[src/rtl/flex_counter_pkg.sv]
// Shared types for the programmable counter bank: per-channel counting mode
// and a decoder that folds the reserved encoding onto wrap behaviour.
package flex_counter_pkg;

    typedef enum logic [1:0] {
        CM_WRAP    = 2'b00,
        CM_SAT     = 2'b01,
        CM_ONESHOT = 2'b10
    } cnt_mode_t;

    // 2'b11 is reserved and must behave exactly like wrap
    function automatic cnt_mode_t decode_mode(input logic [1:0] raw);
        cnt_mode_t m;
        case (raw)
            2'b01:   m = CM_SAT;
            2'b10:   m = CM_ONESHOT;
            default: m = CM_WRAP;
        endcase
        return m;
    endfunction

endpackage

[src/rtl/flex_counter_ch.sv]
// One counter channel: count/pulse/done state, rollover detection and the
// combinational rollover event used to drive the next channel in a cascade.
module flex_counter_ch
    import flex_counter_pkg::*;
#(
    parameter int NUM_CNT_BITS = 4
) (
    input  logic                    clk,
    input  logic                    n_rst,
    input  logic                    clear,
    input  logic                    count_enable,
    input  logic [1:0]              mode,
    input  logic [NUM_CNT_BITS-1:0] rollover_val,
    input  logic                    cascade_in,
    output logic [NUM_CNT_BITS-1:0] count_out,
    output logic                    rollover_flag,
    output logic                    rollover_pulse,
    output logic                    done,
    output logic                    evt
);

    logic [NUM_CNT_BITS-1:0] count_reg, count_next;
    logic                    pulse_reg, pulse_next;
    logic                    done_reg, done_next;
    logic                    adv;
    logic                    at_term;

    // >= rather than == so a lowered terminal value still rolls on the next advance
    assign at_term = (count_reg >= rollover_val);
    assign adv     = count_enable & ~done_reg & cascade_in;
    assign evt     = adv & at_term;

    always_comb begin
        count_next = count_reg;
        pulse_next = 1'b0;
        done_next  = done_reg;
        if (clear) begin
            count_next = '0;
            done_next  = 1'b0;
        end else if (adv) begin
            if (at_term) begin
                case (decode_mode(mode))
                    CM_SAT: begin
                        count_next = count_reg;
                    end
                    CM_ONESHOT: begin
                        count_next = '0;
                        pulse_next = 1'b1;
                        done_next  = 1'b1;
                    end
                    default: begin
                        count_next = '0;
                        pulse_next = 1'b1;
                    end
                endcase
            end else begin
                count_next = count_reg + 1'b1;
            end
        end
    end

    always_ff @(posedge clk or negedge n_rst) begin
        if (!n_rst) begin
            count_reg <= '0;
            pulse_reg <= 1'b0;
            done_reg  <= 1'b0;
        end else begin
            count_reg <= count_next;
            pulse_reg <= pulse_next;
            done_reg  <= done_next;
        end
    end

    assign count_out      = count_reg;
    assign rollover_flag  = at_term;
    assign rollover_pulse = pulse_reg;
    assign done           = done_reg;

endmodule

[src/rtl/flex_counter_bank.sv]
// Bank of independent or cascaded programmable counters sharing one clock,
// used as the timing and bit-count resource for the packet datapath.
module flex_counter_bank
    import flex_counter_pkg::*;
#(
    parameter int NUM_CNT_BITS = 4,
    parameter int NUM_CH       = 2,
    parameter int CASCADE      = 0
) (
    input  logic                           clk,
    input  logic                           n_rst,
    input  logic [NUM_CH-1:0]              clear,
    input  logic [NUM_CH-1:0]              count_enable,
    input  logic [2*NUM_CH-1:0]            mode,
    input  logic [NUM_CH*NUM_CNT_BITS-1:0] rollover_val,
    output logic [NUM_CH*NUM_CNT_BITS-1:0] count_out,
    output logic [NUM_CH-1:0]              rollover_flag,
    output logic [NUM_CH-1:0]              rollover_pulse,
    output logic [NUM_CH-1:0]              done
);

    logic [NUM_CH-1:0] evt;
    logic [NUM_CH-1:0] cascade_in;
    logic              unused_evt_tail;

    // the last channel's event has no successor to feed
    assign unused_evt_tail = &{1'b0, evt[NUM_CH-1]};

    genvar gi;
    generate
        for (gi = 0; gi < NUM_CH; gi++) begin : g_ch
            if (CASCADE == 0 || gi == 0) begin : g_free
                assign cascade_in[gi] = 1'b1;
            end else begin : g_chain
                // purely combinational so a whole chain rolls on the same edge
                assign cascade_in[gi] = evt[gi-1];
            end

            flex_counter_ch #(
                .NUM_CNT_BITS(NUM_CNT_BITS)
            ) u_ch (
                .clk           (clk),
                .n_rst         (n_rst),
                .clear         (clear[gi]),
                .count_enable  (count_enable[gi]),
                .mode          (mode[2*gi +: 2]),
                .rollover_val  (rollover_val[NUM_CNT_BITS*gi +: NUM_CNT_BITS]),
                .cascade_in    (cascade_in[gi]),
                .count_out     (count_out[NUM_CNT_BITS*gi +: NUM_CNT_BITS]),
                .rollover_flag (rollover_flag[gi]),
                .rollover_pulse(rollover_pulse[gi]),
                .done          (done[gi]),
                .evt           (evt[gi])
            );
        end
    endgenerate

endmodule

[config.mk]
export PLATFORM = sky130hd
export DESIGN_NAME = flex_counter_bank
export DESIGN_NICKNAME = d
export VERILOG_FILES = /design/src/rtl/flex_counter_pkg.sv /design/src/rtl/flex_counter_ch.sv /design/src/rtl/flex_counter_bank.sv
export SDC_FILE = /design/constraint.sdc
export NUM_CORES = 1
export LEC_CHECK = 0
export BUFFER_PORTS_ARGS = -buffer_cell sky130_fd_sc_hd__buf_2
export CORE_UTILIZATION = 34
export CTS_CLUSTER_DIAMETER = 120
export DETAILED_ROUTE_END_ITERATION = 12
export SLEW_MARGIN = 20
export SYNTH_ARGS = -nofsm -noshare
export SYNTH_HDL_FRONTEND = slang
export SYNTH_SLANG_ARGS = --single-unit
[constraint.sdc]
create_clock -name clk -period 1.6 [get_ports clk]
set_input_delay 0.16 -clock clk [delete_from_list [all_inputs] [get_ports clk]]
set_output_delay 0.16 -clock clk [all_outputs]
set_load 0.01 [all_outputs]
# == After elaboration in Yosys (flattened, before gate mapping) ==
# Index checks and enable logic that the tools add are counted.
# W data, S select, Z words.
# totals
reg_bits,12
output_inout_bits,14
memories,0
inputBits,18
romBits,0
latch_bits,0
mem_bits_rw,0
word_cells,66
# classes
mul,0
n_reduce_logical,10
bitwise_logic,4
addsub,2
div_mod_pow,0
mux,32
n_shift,0
eq_ne,10
order_cmp,2
# ops
operator,count
$mux W4,8
$mux W1,16
$mux W2,6
$reduce_bool A2 Y1,6
$add A4 B1 Y4 const B,2
$eq A2 B1 Y1 const B,4
$eq A2 B2 Y1 const B,4
$ge A4 B4 Y1,2
$pmux W2 S2,2
$ne A3 B3 Y1 const B,2
$reduce_and A3 Y1,2
$reduce_and A2 Y1,2
$and A1 B1 Y1,2
$not A1 Y1,2

# == Longest topological paths before layout ==
# depth
word_depth,10
ltp_mapped,6
depth_no_buf,6

# == Hierarchy ==
# From an unflattened synthesis, not the netlist that was laid out.
# unflattened
cells_unflattened,93
hier_area_um2,924.6
# modules_own_cells
module,n_inst,seq_area_each_um2,cells_per_inst,area_each_um2
flex_counter_ch,2,150.1,46,460.4
flex_counter_bank,1,0.0,1,3.8

# == Least setup slack after synthesis ==
# No wires, ideal clock.
# synth_path
path_type,reg2reg
start,register g_ch[1].u_ch.count_reg[0]
end,register g_ch[1].u_ch.count_reg[2]
t_required_ns,1.518
arrival_ns,1.716
setup_ns,0.082
path_slack_ns,-0.198
n_path_buf,0
path_stages_with_launch,7
period_less_slack_ns,1.798
path_cell_list,dfrtp_1 > inv_1 > ha_1 > nor3b_2 > o21ai_2 > or4_1 > a31oi_1
# synth_via
elab_chain_len,4
word_cells_on_any_way,7
classes_between,add/sub: 1; order compare: 1; eq/ne: 1; mux: 3; reduce/logical: 1
# synth_rtl
item,line_no,rtl
from (decl),flex_counter_ch.sv:22,"logic [NUM_CNT_BITS-1:0] count_reg, count_next;"
from (signal assigned),flex_counter_ch.sv:68,count_reg <= count_next;
$ge A4 B4 Y1 (*),flex_counter_ch.sv:29,assign at_term = (count_reg >= rollover_val);
named net g_ch[1].u_ch.rollover_flag,flex_counter_ch.sv:16,"output logic rollover_flag,"
$mux W4,flex_counter_ch.sv:41,if (at_term) begin
$mux W4,flex_counter_ch.sv:40,end else if (adv) begin
$mux W4,flex_counter_ch.sv:37,if (clear) begin
# The timed path passes the listed nets; every way through them passes the cells marked *. The select of a mux whose other input is x is not followed.
# A chain may end at the register's enable or synchronous reset.

# == Worst setup path after layout ==
# layout_path
start,register g_ch[1].u_ch.count_reg[0]
end,register g_ch[1].u_ch.count_reg[3]
# layout_via
elab_chain_len,4
word_cells_on_any_way,7
classes_between,add/sub: 1; order compare: 1; eq/ne: 1; mux: 3; reduce/logical: 1
# layout_rtl
item,line_no
$add A4 B1 Y4 or $ge A4 B4 Y1 (tied branches),"flex_counter_ch.sv:57, flex_counter_ch.sv:29"
$mux W4,flex_counter_ch.sv:41
$mux W4,flex_counter_ch.sv:40
$mux W4,flex_counter_ch.sv:37
# Several ways; a longest one is shown, not always the timed one. The select of a mux whose other input is x is not followed.

==> impl_metrics.toml <==
[synthesis]
synthesis.area_um2 = 865
synth_area_leader_cell = "dfrtp_1"
synth_compound_area_frac = 0.195
synth.area.mux_share = 0
syn-instance-count = 95
synth_xor_area_frac = 0.0101
synth.ff_latch_count = 12
synth.distinct_cells = 30
synthTopCellsByArea = "dfrtp_1 35%, ha_1 14%, inv_1 5.6%"
synth_area_per_cell_um2 = 9.10
synth_top_area_frac = 0.347
synthAdderAreaFrac = 0.145
synth_top_family_by_area = "compound AO/OA/AOI/OAI gates"
ys_warn_count = 0
synth_seq_area_share = 0.347
yosys.area_share.simple = 0.190
synthesis.nets = 123

[critical_path]
cp_top_family = "compound AO/OA/AOI/OAI gates"
end_kind = "flip-flop"
rrSetupSlack_ns = -0.11
path_cells = "inv_2 -> ha_4 -> nor3b_4 -> o21ai_4 -> o21ai_0 -> o32ai_2"
cp_num_buf_inv = 1
crit_required_ns = 1.73
crit_slowest_cell = "o21ai_0"
worst_setup_path_start_kind = "flip-flop"
cpPeakStageDelay_ns = 0.40
critPathKind = "flip-flop to flip-flop"
worstPathArrival_ns = 1.85
crit_fanout = 6

[power]
internal_power_mw = 0.573
p_sw_mw = 0.226
total_power_mw = 0.799
power_density_nw_per_um2 = 604
comb_power_share = 0.297
p_clk_frac = 0.301
peakVddDrop_mv = 0.733
p_sw_frac = 0.283
leakagePower_nw = 0.668
p_seq_frac = 0.402

[status]
status = "finished, violations left"
violations = "setup timing"

[timing]
fmax_ghz = 0.584
tightest_slew_ns = 0.450
slew_viol_final = 0
rsz0062_at_grt = "true"
hold_violations = 0
finClkSkew_ns = 0.000967
max-slew-margin-rel = 0.697
finalCriticalPeriod_ns = 1.71
setup_viol = 6
timing.final.ws_setup_ns = -0.112
final.period_utilization = 1.07

[final_layout]
antenna_cells = 0
fin_nets = 171
syn2layout_area_growth_pct = 53.0
final_cells = 170
drive_above_1_share = 0.500
largest_register_ffs = 8

[clock_network]
clk_pin_slew_worst_paths_ns = 0.08
clock_sinks = 12
clockBufferDepth = 2
insertion_delay_ns = 0.27
cts_made_buffers = 3
cts-root-buf = "clkbuf_4"
htree_levels = 1
cts_tree = "yes"

[floorplanning]
start_util = 0.376
core_area_um2 = 2300
pin_count = 32
fp-row-count = 17
dieHeight_um = 52.4
die_area_um2 = 2750
die_w_um = 52.4

[grt]
grt_use_total = 0.173
antenna_found_initial = 0
grt_pass1_vias = 773
grt_first_pass_wirelength_mm = 3.39
grt_overflow_total = 0
grt_max_degree = 13

[drt]
remaining_drc_errors = 0
avgRoutedWirePerCell_um = 12.7
wl_met3_um = 97
dr.pass1.iters = 4
vias = 862
topRoutingLayerUsed = "met4"
vias_per_cell = 5.07
routed_wirelength_mm = 2.17
wl_met1_um = 939
drtAntennaViolNets = 0
drt_iter0_markers = 5
wl_met2_mm = 1.12

[hold_path]
hold_path_class = "input pin to flip-flop"

[placement]
numPortBuffers = 31
dp.cells = 159
gp_congestion = 0.858
hpwl_mm = 1.54

[flow_run]
maxCapViolations = 0
[synth_stat cells (all sizes together)]
cell	count
nor2	4
buf	6
ha	10
nor2b	1
a41oi	1
o2111ai	1
o31ai	1
a21oi	6
nor3b	3
or3	1
xor2	1
nor3	1
nand2	2
o21ai	6
a2111o	1
inv	13
or4	2
clkbuf	1
o211ai	5
o32ai	1
a21o	1
and3	1
a31oi	1
nand2b	7
nand3	6
dfrtp	12
[power by group through the flow]
stage	registers [mW]	clock network (mW)	logic, mW
final	0.321	0.241	0.237
after global placement	0.325	0	0.171
after global routing	0.322	0.263	0.267
after CTS	0.320	0.249	0.209
after detailed placement	0.325	0	0.173
after floorplan	0.335	0	0.0867
[metrics by stage]
step | TNS, ns | setup slack (ns) | hold WS (ns) | instance area [um2] | util
2_1_floorplan | -0.370 | -0.170 | -0.136 | 865 | -
3_3_place_gp | -0.0884 | -0.0585 | 0.0570 | 1100 | 0.477
3_5_place_dp | -0.175 | -0.0923 | 0.0574 | 1100 | 0.477
4_1_cts | -0.218 | -0.114 | 0.0747 | 1240 | 0.541
5_1_grt | -1.16 | -0.166 | 0.0891 | 1320 | 0.576
6_report | -0.416 | -0.112 | 0.0775 | 1320 | 0.576
[placed cells by master (no fill, tap or decap), types with 4 or more instances in the layout]
master / Yosys / layout
ha_4: 0 / 5
inv_1: 13 / 12
ha_1: 10 / 5
buf_2: 0 / 30
dfrtp_1: 12 / 12
buf_4: 6 / 16
nand3_1: 6 / 6
nor2_1: 4 / 4
nand2b_1: 7 / 7
o211ai_1: 4 / 4
[what timing repair did]
action	4_1_cts	5_1_grt
endpoints found under the hold margin	12	0
endpoints found under the setup margin	6	13
resized for setup	10	12
cloned	0	0
hold buffers	1	0
pin swaps	8	14
setup buffers	4	2
[kinds of logic (layout without fill, tap and decap cells)]
logic type,Yosys count,after routing
adder cells (fa/ha/maj),10,10
AO/OA/AOI/OAI,24,24
flip-flops,12,12
buffers and inverters,20,67
AND/OR/NAND/NOR,28,28
XOR/XNOR,1,1
[metal layers]
layer | vias up | global-route usage
met5 | - | 0
met4 | 0 | 0.0395
met3 | 2 | 0.0522
met2 | 20 | 0.297
met1 | 410 | 0.208
li1 | 430 | -
[worst reg2reg max path: stages (launching register included)]
cell     delay [ns]
dfrtp_1        0.39
inv_2          0.08
ha_4           0.20
nor3b_4        0.24
o21ai_4        0.10
o21ai_0        0.40
o32ai_2        0.16
[final timing paths]
path | to | start | cells past startpoint
worst max-delay path | g_ch[1].u_ch.count_out[3] | g_ch[1].u_ch.count_out[0] | 6
worst min-delay path | g_ch[0].u_ch.done | clear[0] | 2
min in group asynchronous | g_ch[1].u_ch.count_out[3] | n_rst | 2
worst max register to register | g_ch[1].u_ch.count_out[3] | g_ch[1].u_ch.count_out[0] | 6
worst min register to register | g_ch[1].u_ch.done | g_ch[1].u_ch.done | 2
max in group asynchronous | g_ch[1].u_ch.count_out[0] | n_rst | 2
[final cells by class]
type                            count  area [um2]
Inverter                           13        48.8
Sequential cell                    12         300
Tap cell                           28        35.0
Multi-Input combinational cell     63         588
Fill cell                         205         975
Clock buffer                        4        36.3
Timing Repair Buffer               50         314
Note: power is estimated with default switching activity, not from simulation.
